$ cat src/rtl/video_pkg.sv
// Shared defaults and helpers for the VGA test-pattern blocks.
package video_pkg;

    localparam int H_SIZE_DEF = 640;
    localparam int V_SIZE_DEF = 480;
    localparam int CW_DEF     = 12;
    localparam int HALF_BASE  = 16;
    localparam int COORD_W    = 11;
    localparam int HALF_W     = 8;

    // Square half-size in pixels: 16, 32, 64 or 128
    function automatic logic [HALF_W-1:0] half_size(input logic [1:0] sel);
        logic [HALF_W-1:0] base;
        base = HALF_W'(HALF_BASE);
        return base << sel;
    endfunction

endpackage

$ cat src/rtl/sq_axis_mover.sv
// One axis of the bouncing square: centre, direction and the per-frame step/clamp/flip.
module sq_axis_mover
    import video_pkg::*;
#(
    parameter int SIZE  = 640,
    parameter int WIDTH = 11
) (
    input  logic              clk,
    input  logic              reset,
    input  logic              frame_start,
    input  logic              move_en,
    input  logic [3:0]        speed,
    input  logic [HALF_W-1:0] h,
    output logic [WIDTH-1:0]  c,
    output logic              dir,
    output logic              hit
);

    localparam logic [WIDTH-1:0] C_RST = WIDTH'(SIZE / 2);

    logic [WIDTH-1:0]        c_r;
    logic                    dir_r;
    logic [WIDTH-1:0]        c_nxt_s;
    logic                    dir_nxt_s;
    logic                    hit_s;
    logic signed [WIDTH:0]   cur_s;
    logic signed [WIDTH:0]   step_s;
    logic signed [WIDTH:0]   cand_s;
    logic signed [WIDTH:0]   max_s;
    logic signed [WIDTH:0]   min_s;

    // Candidate position in one extra signed bit so a step past zero cannot wrap; dir_r = 1 means moving negative
    always_comb begin
        c_nxt_s   = c_r;
        dir_nxt_s = dir_r;
        hit_s     = 1'b0;
        cur_s     = $signed({1'b0, c_r});
        if (move_en) begin
            step_s = $signed((WIDTH+1)'(speed));
        end else begin
            step_s = {(WIDTH+1){1'b0}};
        end
        if (dir_r) begin
            cand_s = cur_s - step_s;
        end else begin
            cand_s = cur_s + step_s;
        end
        max_s = $signed((WIDTH+1)'(SIZE - 1)) - $signed((WIDTH+1)'(h));
        min_s = $signed((WIDTH+1)'(h));
        if (cand_s > max_s) begin
            c_nxt_s   = WIDTH'(max_s);
            dir_nxt_s = 1'b1;
            hit_s     = 1'b1;
        end else if (cand_s < min_s) begin
            c_nxt_s   = WIDTH'(min_s);
            dir_nxt_s = 1'b0;
            hit_s     = 1'b1;
        end else begin
            c_nxt_s   = WIDTH'(cand_s);
            dir_nxt_s = dir_r;
        end
    end

    // Centre and direction only change on the frame boundary
    always_ff @(posedge clk) begin
        if (reset) begin
            c_r   <= C_RST;
            dir_r <= 1'b0;
        end else if (frame_start) begin
            c_r   <= c_nxt_s;
            dir_r <= dir_nxt_s;
        end else begin
            c_r   <= c_r;
            dir_r <= dir_r;
        end
    end

    assign c   = c_r;
    assign dir = dir_r;
    assign hit = hit_s;

endmodule

$ cat src/rtl/square_bounce_gen.sv
// Moving-square test pattern: two axis movers, strict-inside pixel test, registered colour and bounce counter.
module square_bounce_gen
    import video_pkg::*;
#(
    parameter int H_SIZE = H_SIZE_DEF,
    parameter int V_SIZE = V_SIZE_DEF,
    parameter int CW     = CW_DEF,
    parameter int CNT_W  = 8
) (
    input  logic               clk,
    input  logic               reset,
    input  logic [COORD_W-1:0] x,
    input  logic [COORD_W-1:0] y,
    input  logic               frame_start,
    input  logic [1:0]         sq_size,
    input  logic [CW-1:0]      sq_color,
    input  logic               move_en,
    input  logic [3:0]         speed,
    output logic [CW-1:0]      sq_rgb,
    output logic [CNT_W-1:0]   bounce_cnt
);

    localparam int PW = COORD_W + 2;

    logic [HALF_W-1:0]  half_s;
    logic [COORD_W-1:0] cx_s;
    logic [COORD_W-1:0] cy_s;
    logic               dx_s;
    logic               dy_s;
    logic               hit_x_s;
    logic               hit_y_s;
    logic               inside_s;
    logic signed [PW-1:0] xs_s;
    logic signed [PW-1:0] ys_s;
    logic signed [PW-1:0] cxs_s;
    logic signed [PW-1:0] cys_s;
    logic signed [PW-1:0] hs_s;
    logic [CW-1:0]      sq_rgb_r;
    logic [CNT_W-1:0]   bounce_cnt_r;

    assign half_s = half_size(sq_size);

    sq_axis_mover #(.SIZE(H_SIZE), .WIDTH(COORD_W)) u_x (
        .clk         (clk),
        .reset       (reset),
        .frame_start (frame_start),
        .move_en     (move_en),
        .speed       (speed),
        .h           (half_s),
        .c           (cx_s),
        .dir         (dx_s),
        .hit         (hit_x_s)
    );

    sq_axis_mover #(.SIZE(V_SIZE), .WIDTH(COORD_W)) u_y (
        .clk         (clk),
        .reset       (reset),
        .frame_start (frame_start),
        .move_en     (move_en),
        .speed       (speed),
        .h           (half_s),
        .c           (cy_s),
        .dir         (dy_s),
        .hit         (hit_y_s)
    );

    // Signed compare so a centre closer than h to an edge (after a resize) still tests correctly
    always_comb begin
        xs_s     = $signed({2'b00, x});
        ys_s     = $signed({2'b00, y});
        cxs_s    = $signed({2'b00, cx_s});
        cys_s    = $signed({2'b00, cy_s});
        hs_s     = $signed(PW'(half_s));
        inside_s = (xs_s > cxs_s - hs_s) && (xs_s < cxs_s + hs_s) &&
                   (ys_s > cys_s - hs_s) && (ys_s < cys_s + hs_s);
    end

    // Output colour register and per-frame bounce counter
    always_ff @(posedge clk) begin
        if (reset) begin
            sq_rgb_r     <= {CW{1'b0}};
            bounce_cnt_r <= {CNT_W{1'b0}};
        end else begin
            sq_rgb_r <= inside_s ? sq_color : ~sq_color;
            if (frame_start && (hit_x_s || hit_y_s)) begin
                bounce_cnt_r <= bounce_cnt_r + CNT_W'(1);
            end else begin
                bounce_cnt_r <= bounce_cnt_r;
            end
        end
    end

    assign sq_rgb     = sq_rgb_r;
    assign bounce_cnt = bounce_cnt_r;

    logic unused_s;
    assign unused_s = dx_s ^ dy_s;

endmodule

$ cat config.mk
export PLATFORM = sky130hd
export DESIGN_NAME = square_bounce_gen
export DESIGN_NICKNAME = d
export VERILOG_FILES = /design/src/rtl/video_pkg.sv /design/src/rtl/sq_axis_mover.sv /design/src/rtl/square_bounce_gen.sv
export SDC_FILE = /design/constraint.sdc
export NUM_CORES = 1
export LEC_CHECK = 0
export CORE_ASPECT_RATIO = 1.5
export CORE_UTILIZATION = 30
export DETAILED_ROUTE_END_ITERATION = 8
export PLACE_DENSITY = 0.61
export RECOVER_POWER = 100
export SLEW_MARGIN = 15
export SYNTH_ARGS = -nofsm -noshare
export SYNTH_HDL_FRONTEND = slang
export SYNTH_SLANG_ARGS = --single-unit
$ cat constraint.sdc
create_clock -name clk -period 4.3 [get_ports clk]
set_input_delay 0.86 -clock clk [delete_from_list [all_inputs] [get_ports clk]]
set_output_delay 0.86 -clock clk [all_outputs]
set_load 0.01 [all_outputs]
=== Word level (Yosys, flattened, before mapping) ===
Index checks and enable logic that the tools add are counted.

* Reductions and logical operators: 9
* Bitwise gates (word level): 1
* Add/subtract/negate cells: 11
* $lt $le $gt $ge: 8
* Shift operators: 1
* Muxes and demuxes: 16

{| class="wikitable"
|+ Operators by type and width
! kind !! count
|-
| > comparator 12 bit || 4
|-
| 2-to-1 mux 11 bit || 4
|-
| 2-to-1 mux 12 bit || 3
|-
| adder 11 x 8 -> 12 bit || 2
|-
| < comparator 11 x 12 -> 1 bit || 2
|-
| < comparator 12 x 9 -> 1 bit || 2
|-
| subtractor 11 x 8 -> 12 bit || 2
|-
| adder 11 x 4 -> 12 bit || 1
|-
| adder 12 bit || 1
|-
| NOT 12 bit || 1
|-
| subtractor 11 x 4 -> 12 bit || 1
|-
| subtractor 12 bit || 1
|-
| subtractor 10 x 8 -> 11 bit (first input constant) || 1
|-
| subtractor 9 x 8 -> 10 bit (first input constant) || 1
|-
| adder 8 x 1 -> 8 bit (second input constant) || 1
|-
| 2-to-1 mux 1 bit || 8
|-
| left shift 5 x 2 -> 8 bit (first input constant) || 1
|-
| logical AND 1 bit || 4
|-
| 2-to-1 mux 4 bit || 1
|-
| AND reduction 2 bit || 2
|-
| nonzero test 2 bit || 2
|-
| logical OR 1 bit || 1
|}

* Output and inout bits: 20
* Input port bits: 44
* Logic and storage cells: 52
* Bits in registers: 44

=== Longest topological paths before layout ===
Gate-level depths: netlist of run 1.

* Depth after elaboration: 8
* Depth in mapped cells: 21

=== Hierarchy ===
Synthesis of run 1 repeated with hierarchy kept, for this count alone.

* Cell total of the unflattened synthesis: 760
* Area total of the unflattened synthesis: 6,090.8 um2

{| class="wikitable"
|+ Modules (own cells, without submodules)
! module !! instances !! cells an instance !! sequential area each (um2) !! area each (um2)
|-
| square_bounce_gen || 1 || 289 || 400.4 || 2,529.9
|-
| sq_axis_mover (u_x) || 1 || 234 || 240.2 || 1,790.5
|-
| sq_axis_mover (u_y) || 1 || 237 || 240.2 || 1,770.4
|}

=== Worst setup path after synthesis of run 1 ===
Ideal clock, no wire load.

* Path type: input-to-reg
* Start: input speed[1]
* End: register bounce_cnt_r[0] (netlist: bounce_cnt[0])
* Slack: -0.355 ns
* Arrival time: 4.533 ns
* Setup time: 0.121 ns
* Stages: 19
* Required time: 4.179 ns
* Buffers on the path: 0
* Path through: and2_1 inv_1 ha_1 mux2_2 inv_1 ha_1 nor2b_1 o31a_1 o21a_1 nor2_1 xnor2_1 ha_1 o21a_1 o21a_1 o21ai_0 or4b_4 nor4b_4 a21oi_2 mux2_4

* Longest elaborated chain between the ends: 8

{| class="wikitable"
|+ Ends and longest elaborated chain
! element !! RTL line !! RTL
|-
| start: declaration || square_bounce_gen.sv:18 || <nowiki>input logic [3:0] speed,</nowiki>
|-
| 2-to-1 mux 4 bit * || sq_axis_mover.sv:38 || <nowiki>if (move_en) begin</nowiki>
|-
| adder 12 bit, or another cell as far along || sq_axis_mover.sv:46 || <nowiki>cand_s = cur_s + step_s;</nowiki>
|-
| 2-to-1 mux 12 bit || sq_axis_mover.sv:43 || <nowiki>if (dir_r) begin</nowiki>
|-
| < comparator 12 x 9 -> 1 bit || sq_axis_mover.sv:54 || <nowiki>end else if (cand_s < min_s) begin</nowiki>
|-
| 2-to-1 mux 1 bit || sq_axis_mover.sv:54 ||
|-
| 2-to-1 mux 1 bit || sq_axis_mover.sv:50 || <nowiki>if (cand_s > max_s) begin</nowiki>
|-
| logical OR 1 bit * || square_bounce_gen.sv:85 || <nowiki>if (frame_start && (hit_x_s || hit_y_s)) begin</nowiki>
|-
| logical AND 1 bit * || square_bounce_gen.sv:85 ||
|-
| end signal: assignment || square_bounce_gen.sv:82 || <nowiki>bounce_cnt_r <= {CNT_W{1'b0}};</nowiki>
|-
| end signal: assignment || square_bounce_gen.sv:86 || <nowiki>bounce_cnt_r <= bounce_cnt_r + CNT_W'(1);</nowiki>
|-
| end signal: assignment || square_bounce_gen.sv:88 || <nowiki>bounce_cnt_r <= bounce_cnt_r;</nowiki>
|-
| end: declaration || square_bounce_gen.sv:39 || <nowiki>logic [CNT_W-1:0] bounce_cnt_r;</nowiki>
|}

Every way passes the cells marked *; elsewhere a longest branch is shown, timed or not.
A chain may end at the register's enable or synchronous reset.

=== Worst setup path in the final report of run 1 ===
* Start: input speed[2]
* End: register bounce_cnt_r[0] (netlist: bounce_cnt[0])

The elaborated chain is that of the path after synthesis.

==> out/metrics.cfg, run 1 <==
[outcome]
status=finished with violations
violations=setup timing

[yosys]
synth_top_area_share=0.227
synthArstFlopShare=0
synth_area_per_cell_sq_um=8.33
synth_edf_count=0
syn_inst=660
yosysMostFrequentCell=ha_1
synth_top_cell_by_area=ha_1
syn_nets=808
yosys-top-cells-count=100 x ha_1, 61 x nor2_1, 44 x dfxtp_1
synth_seq_cells=44
seq_area_frac_synth=0.160
yosys_most_used_dff=dfxtp_1
ys.warnings.count=0
synth_cell_types=73
synthTopCellsByArea=ha_1 23%, dfxtp_1 16%, o21a_1 4.5%
syn-cell-area_sq_um=5500

[grt]
grt_usage=0.184
grt_pass1_wl_um=27900
grt_pass1_vias=5793
antenna_found_initial=0
grt_max_degree=34
grt_overflow=0

[clock_network]
cts_made_buffers=5
cts_sinks=44
cts_tree=yes
worstSkewPairLatency_ns=0.29
cts_buffer_depth=2
path_clk_slew_ns=0.06
root_buffer=clkbuf_16
htreeDepth=2

[critical_path]
cp-start-kind=primary input
end_kind=flop
cp_data_arrival_time_ns=4.74
worstSetupPathType=primary input to flop
cp_data_required_time_ns=4.48
crit_path_max_fanout=5

[placed_design]
post-dp-hpwl_um=13200
place.gp.congestion=0.921
io_buffer_count=63

[timing]
setup-tns-final_ns=-2.85
rsz0062_at_grt=true
finalWorstSetupSlack_ns=-0.255
slew_viol_final=0
final-setup-viol-count=26
maxSlewHeadroom=0.488
tightest_slew_ns=0.767
hold_viol=0
layout_min_cycle_time_ns=4.55
skew_ns=0.00280
period_share=1.06
fmax_mhz=220

[cells_and_area]
finalCoreUtilization=0.474
nets=1028
syn_to_final_growth_pct=54.5
drive_above_1_share=0.364
antenna_cells=0

[floorplanning]
initial_core_util=0.307
die_height_um=168
ioPinCount=64
dieArea_sq_um=18900
num_rows=60
die_w_um=113
core_sq_um=17900

[drt]
vias_per_cell=5.14
drc=0
antenna_left=0
wl_per_cell_um=15.8
num_vias=5647
wl_um=17300
drt_iter0_markers=217
dr.pass1.iters=5

[pwr]
cellPowerDensity_nw_per_um2=734
p_leak_nw=3.81
ir_drop_v=0.000310

[hold_path]
hp-class=flop to flop

[run]
maxCapViolations=0

-- cell usage in the layout, fill, tap and decap left out, types with 6 or more instances in the layout --
cell             count
buf_4              156
ha_1                87
clkdlybuf4s50_1     55
nor2_1              51
dfxtp_1             44
o21a_1              32
inv_1               29
a21oi_1             28
nand2_1             26
nor2b_1             22
mux2_4              19
nor3_1              19
o21ai_0             17
xnor2_1             15
buf_6               14
ha_4                12
nand4_1             10
or2_2                9
xor2_1               9
a21o_1               9
nand2b_1             9
o21ai_1              9
and2b_1              7
mux2i_1              7
nor2_2               6
a21oi_2              6
-- per-stage QoR --
stage / area, sq um / hold slack (ns) / power (mW) / worst slack [ns] / instances
floorplan: 5550 / 0.459 / 3.03 / -0.332 / 660
global placement: 7390 / 0.493 / 4.67 / -1.02 / 1057
CTS: 8110 / 0.517 / 5.84 / -0.218 / 1090
finish: 8500 / 0.510 / 6.24 / -0.255 / 1098
global route: 8500 / 0.557 / 6.76 / -0.416 / 1098
detailed placement: 7390 / 0.508 / 4.72 / -1.09 / 1057
-- timing repair --
action	in CTS	in global routing
pin swaps	61	68
hold buffers	0	0
setup buffers	25	8
setup endpoints to repair	41	41
gates resized for setup	115	75
gates cloned	2	0
-- layout make-up --
type / count / area (sq um)
Clock inverter: 2 / 35.0
Fill cell: 1665 / 9440
Multi-Input combinational cell: 559 / 5020
Tap cell: 217 / 272
Inverter: 37 / 151
Sequential cell: 44 / 881
Timing Repair Buffer: 233 / 2010
Clock buffer: 6 / 129
-- routing by layer --
| layer | vias to the layer above | wire, um | GRT usage |
|---|---|---|---|
| met2 | 108 | 9280 | 0.359 |
| met1 | 2670 | 7010 | 0.200 |
| met4 | 0 | 452 | 0.0643 |
| li1 | 2845 | - | - |
| met3 | 24 | 600 | 0.0205 |
| met5 | - | 0 | 0 |
-- power breakdown --
group	total, mW	leakage, nW	switching [mW]	internal [mW]
Combinational	5.15	3.36	2.41	2.74
Sequential	0.643	0.363	0.145	0.498
Clock	0.442	0.0808	0.168	0.274
-- sequential cells by signal, indices dropped and copies added (netlist names) --
register and count:
sq_rgb 12, u_x.c 11, u_x.dir 1, u_y.c 11
bounce_cnt 8, u_y.dir 1
-- critical path, stage by stage --
cell      delay [ns]
buf_8           0.10
o31ai_4         0.27
ha_4            0.24
nor2b_4         0.12
a31oi_1         0.15
ha_1            0.28
o21a_1          0.18
o31a_1          0.15
o221a_2         0.30
nor2_4          0.13
xnor2_2         0.10
ha_1            0.34
nand3_2         0.11
nor4_4          0.27
a21boi_2        0.10
a211oi_2        0.28
and3_4          0.35
a21oi_4         0.08
mux2_4          0.32
-- path summary, 6_finish.rpt --
| path | start | end | slack, ns | cells after the start |
|---|---|---|---|---|
| setup / recovery | speed[2] | bounce_cnt[0] | -0.25 | 19 |
| hold / removal | bounce_cnt[1] | bounce_cnt[1] | 0.51 | 2 |
| setup reg to reg | u_x.dir | bounce_cnt[6] | 0.19 | 17 |
| hold reg to reg | bounce_cnt[1] | bounce_cnt[1] | 0.51 | 2 |
-- cell families (layout without fill, tap and decap cells) --
kind of cell | after synthesis | after routing | share of synthesized area
AND/OR/NAND/NOR | 210 | 211 | 0.205
AO/OA/AOI/OAI | 184 | 184 | 0.240
adder cells (fa/ha/maj) | 104 | 104 | 0.242
buffers and inverters | 58 | 278 | 0.0446
flip-flops | 44 | 44 | 0.160
XOR/XNOR | 32 | 32 | 0.0523
multiplexers | 28 | 28 | 0.0564
No activity file was read; power rests on OpenSTA's default activity.
==> inputs of run 2 (changes only) <==
--- a/config.mk
+++ b/config.mk
@@ -6,6 +6,7 @@
 export NUM_CORES = 1
 export LEC_CHECK = 0
 export CORE_ASPECT_RATIO = 1.5
+export CORE_MARGIN = 2
 export CORE_UTILIZATION = 30
 export DETAILED_ROUTE_END_ITERATION = 8
 export PLACE_DENSITY = 0.61
==> out/metrics.cfg, run 2 (same netlist as run 1, synthesis figures left out) <==
[placed_design]
io_buffer_count=63  ; unchanged
place_ws_ns=-1.15  ; -0.0589 ns
post-dp-hpwl_um=13100  ; -0.81%
dp_cells=1052  ; -0.47%
place.gp.congestion=0.909  ; -1.3%

[critical_path]
timing.critical_path.buf_inv=5  ; +4
cp-start-kind=primary input
cp_data_required_time_ns=4.49  ; about the same
end_kind=flop
critPathTopFamily=compound AO/OA/AOI/OAI gates
worstSetupPathType=primary input to flop
max_stage_delay_ns=0.33  ; -0.02 ns
rrSetupSlack_ns=0.23  ; +0.04 ns
slowest_stage=nor4b_4
cp_cell_sequence=buf_6 -> and2_4 -> inv_2 -> ha_4 -> mux2_4 -> inv_4 -> ha_4 -> nor2b_4 -> o31a_1 -> buf_4 -> o21ai_4 -> xnor2_2 -> ha_1 -> nor2b_1 -> o21ai_1 -> a21boi_1 -> o21a_1 -> o21a_1 -> nor4b_4 -> buf_6 -> a21oi_4 -> mux2_4
crit_path_max_fanout=5  ; unchanged
cp_data_arrival_time_ns=4.75  ; about the same

[pwr]
power_frac_seq=0.097  ; -0.006
netSwitchingPower_mw=2.80  ; +2.9%
power_mw=6.43  ; +3.1%
p_int_mw=3.62  ; +3.2%
power_frac_comb=0.833  ; +0.007
cellPowerDensity_nw_per_um2=763  ; +4.0%
swShare=0.436  ; -0.000768
p_clk_frac=0.070  ; about the same
p_leak_nw=3.84  ; +0.82%
ir_drop_v=0.000320  ; +3.3%

[run]
maxCapViolations=0  ; unchanged

[outcome]
violations=setup timing
status=finished with violations

[timing]
layout_min_cycle_time_ns=4.56  ; +0.00540 ns
rsz0062_at_grt=true
maxSlewHeadroom=0.365  ; -0.123
hold_viol=0  ; unchanged
finalWorstSetupSlack_ns=-0.260  ; -0.00540 ns
final-setup-viol-count=25  ; -3.8%
slew_viol_final=0  ; unchanged
fmax_mhz=219  ; -0.12%
period_share=1.06  ; +0.00125
tightest_slew_ns=0.951  ; +0.184 ns
skew_ns=0.00289  ; +0.0000855 ns

[cells_and_area]
mostFrequentLayoutCells=161 x buf_4, 89 x ha_1, 53 x nor2_1, 44 x dfxtp_1, 35 x clkdlybuf4s50_1
nets=1035  ; +0.68%
instances_no_fill=1105  ; +0.64%
final_common_cell=buf_4
drive_above_1_share=0.357  ; -0.00738
seqCellArea_sq_um=881  ; unchanged
syn_to_final_growth_pct=53.1
largest_reg_flops=12  ; unchanged
fillers=1722  ; +3.4%
multi_input_area_sq_um=4930  ; -1.8%
antenna_cells=0  ; unchanged

[drt]
wl_um=17400  ; +0.65%
dr.pass1.iters=4  ; -1
num_vias=5761  ; +2.0%
antenna_left=0  ; unchanged
vias_per_cell=5.21  ; +1.4%
wl_per_cell_um=15.8  ; about the same
drt_iter0_markers=255  ; +18%
drc=0  ; unchanged

[grt]
grt_pass1_wl_um=27900  ; +0.27%
grt_overflow=0  ; unchanged
grt_usage=0.180  ; -0.00391
grt_max_degree=38  ; +12%
grt_pass1_vias=5778  ; -0.26%
antenna_found_initial=0  ; unchanged

[clock_network]
path_clk_slew_ns=0.06  ; about the same
root_buffer=clkbuf_16
cts_buffer_depth=2  ; unchanged
cts_made_buffers=5  ; unchanged
htreeDepth=2  ; unchanged
cts_sinks=44  ; unchanged
cts_tree=yes
worstSkewPairLatency_ns=0.30  ; about the same

[hold_path]
hp-class=flop to flop

[floorplanning]
initial_core_util=0.307  ; unchanged
ioPinCount=64  ; unchanged
die_w_um=115  ; +1.8%
num_rows=60  ; unchanged
die_height_um=170  ; +1.2%
dieArea_sq_um=19500  ; +3.0%
core_sq_um=17900  ; unchanged

## run 2: power groups by stage
stage	logic, mW	registers, mW	clock network (mW)
after floorplan	2.45	0.579	0
after global placement	3.99	0.624	0
after detailed placement	4.02	0.623	0
after CTS	4.96	0.620	0.459
after global routing	5.79	0.641	0.476
final	5.35	0.627	0.447
## run 2: repair_timing
item / 4_1_cts / 5_1_grt
pin swaps: 71 / 35
buffers inserted: 35 / 11
resized for setup: 119 / 39
setup endpoints to repair: 41 / 41
hold buffers: 0 / 0
gates cloned: 3 / 0
## run 2: layer usage
layer	track usage	up-vias	part of all wire
li1	-	2864	-
met1	0.196	2682	0.39
met2	0.339	161	0.51
met3	0.0285	54	0.053
met4	0.0732	0	0.041
met5	0	-	0
## run 2: tightest hold or removal path: cells and delay by family (launching register included)
family | cells | cell delay (ns)
flip-flops | 1 | 0.33
AND/OR/NAND/NOR | 1 | 0.07
multiplexers | 1 | 0.06
## run 2: cell type report
cell class | instances | area share
multi-input combinational | 559 | 0.586
sequential | 44 | 0.105
timing repair buffer | 240 | 0.241
clock buffer | 5 | 0.0149
tap | 217 | 0.0322
clock inverter | 3 | 0.00505
inverter | 37 | 0.0168
## run 2: per-stage QoR
step / instance area (sq um) / hold slack, ns / TNS (ns) / util
finish: 8420 / 0.503 / -3.41 / 0.469
global placement: 7350 / 0.497 / -33.98 / 0.410
global route: 8420 / 0.567 / -8.18 / 0.469
floorplan: 5550 / 0.459 / -3.68 / -
CTS: 8170 / 0.513 / -2.41 / 0.455
detailed placement: 7350 / 0.496 / -35.82 / 0.410
## run 2: final timing paths
| path | start | end | cells past startpoint |
|---|---|---|---|
| min | bounce_cnt[1] | bounce_cnt[1] | 2 |
| min reg2reg | bounce_cnt[1] | bounce_cnt[1] | 2 |
| max reg2reg | u_x.dir | bounce_cnt[0] | 18 |
| max | speed[1] | bounce_cnt[0] | 22 |
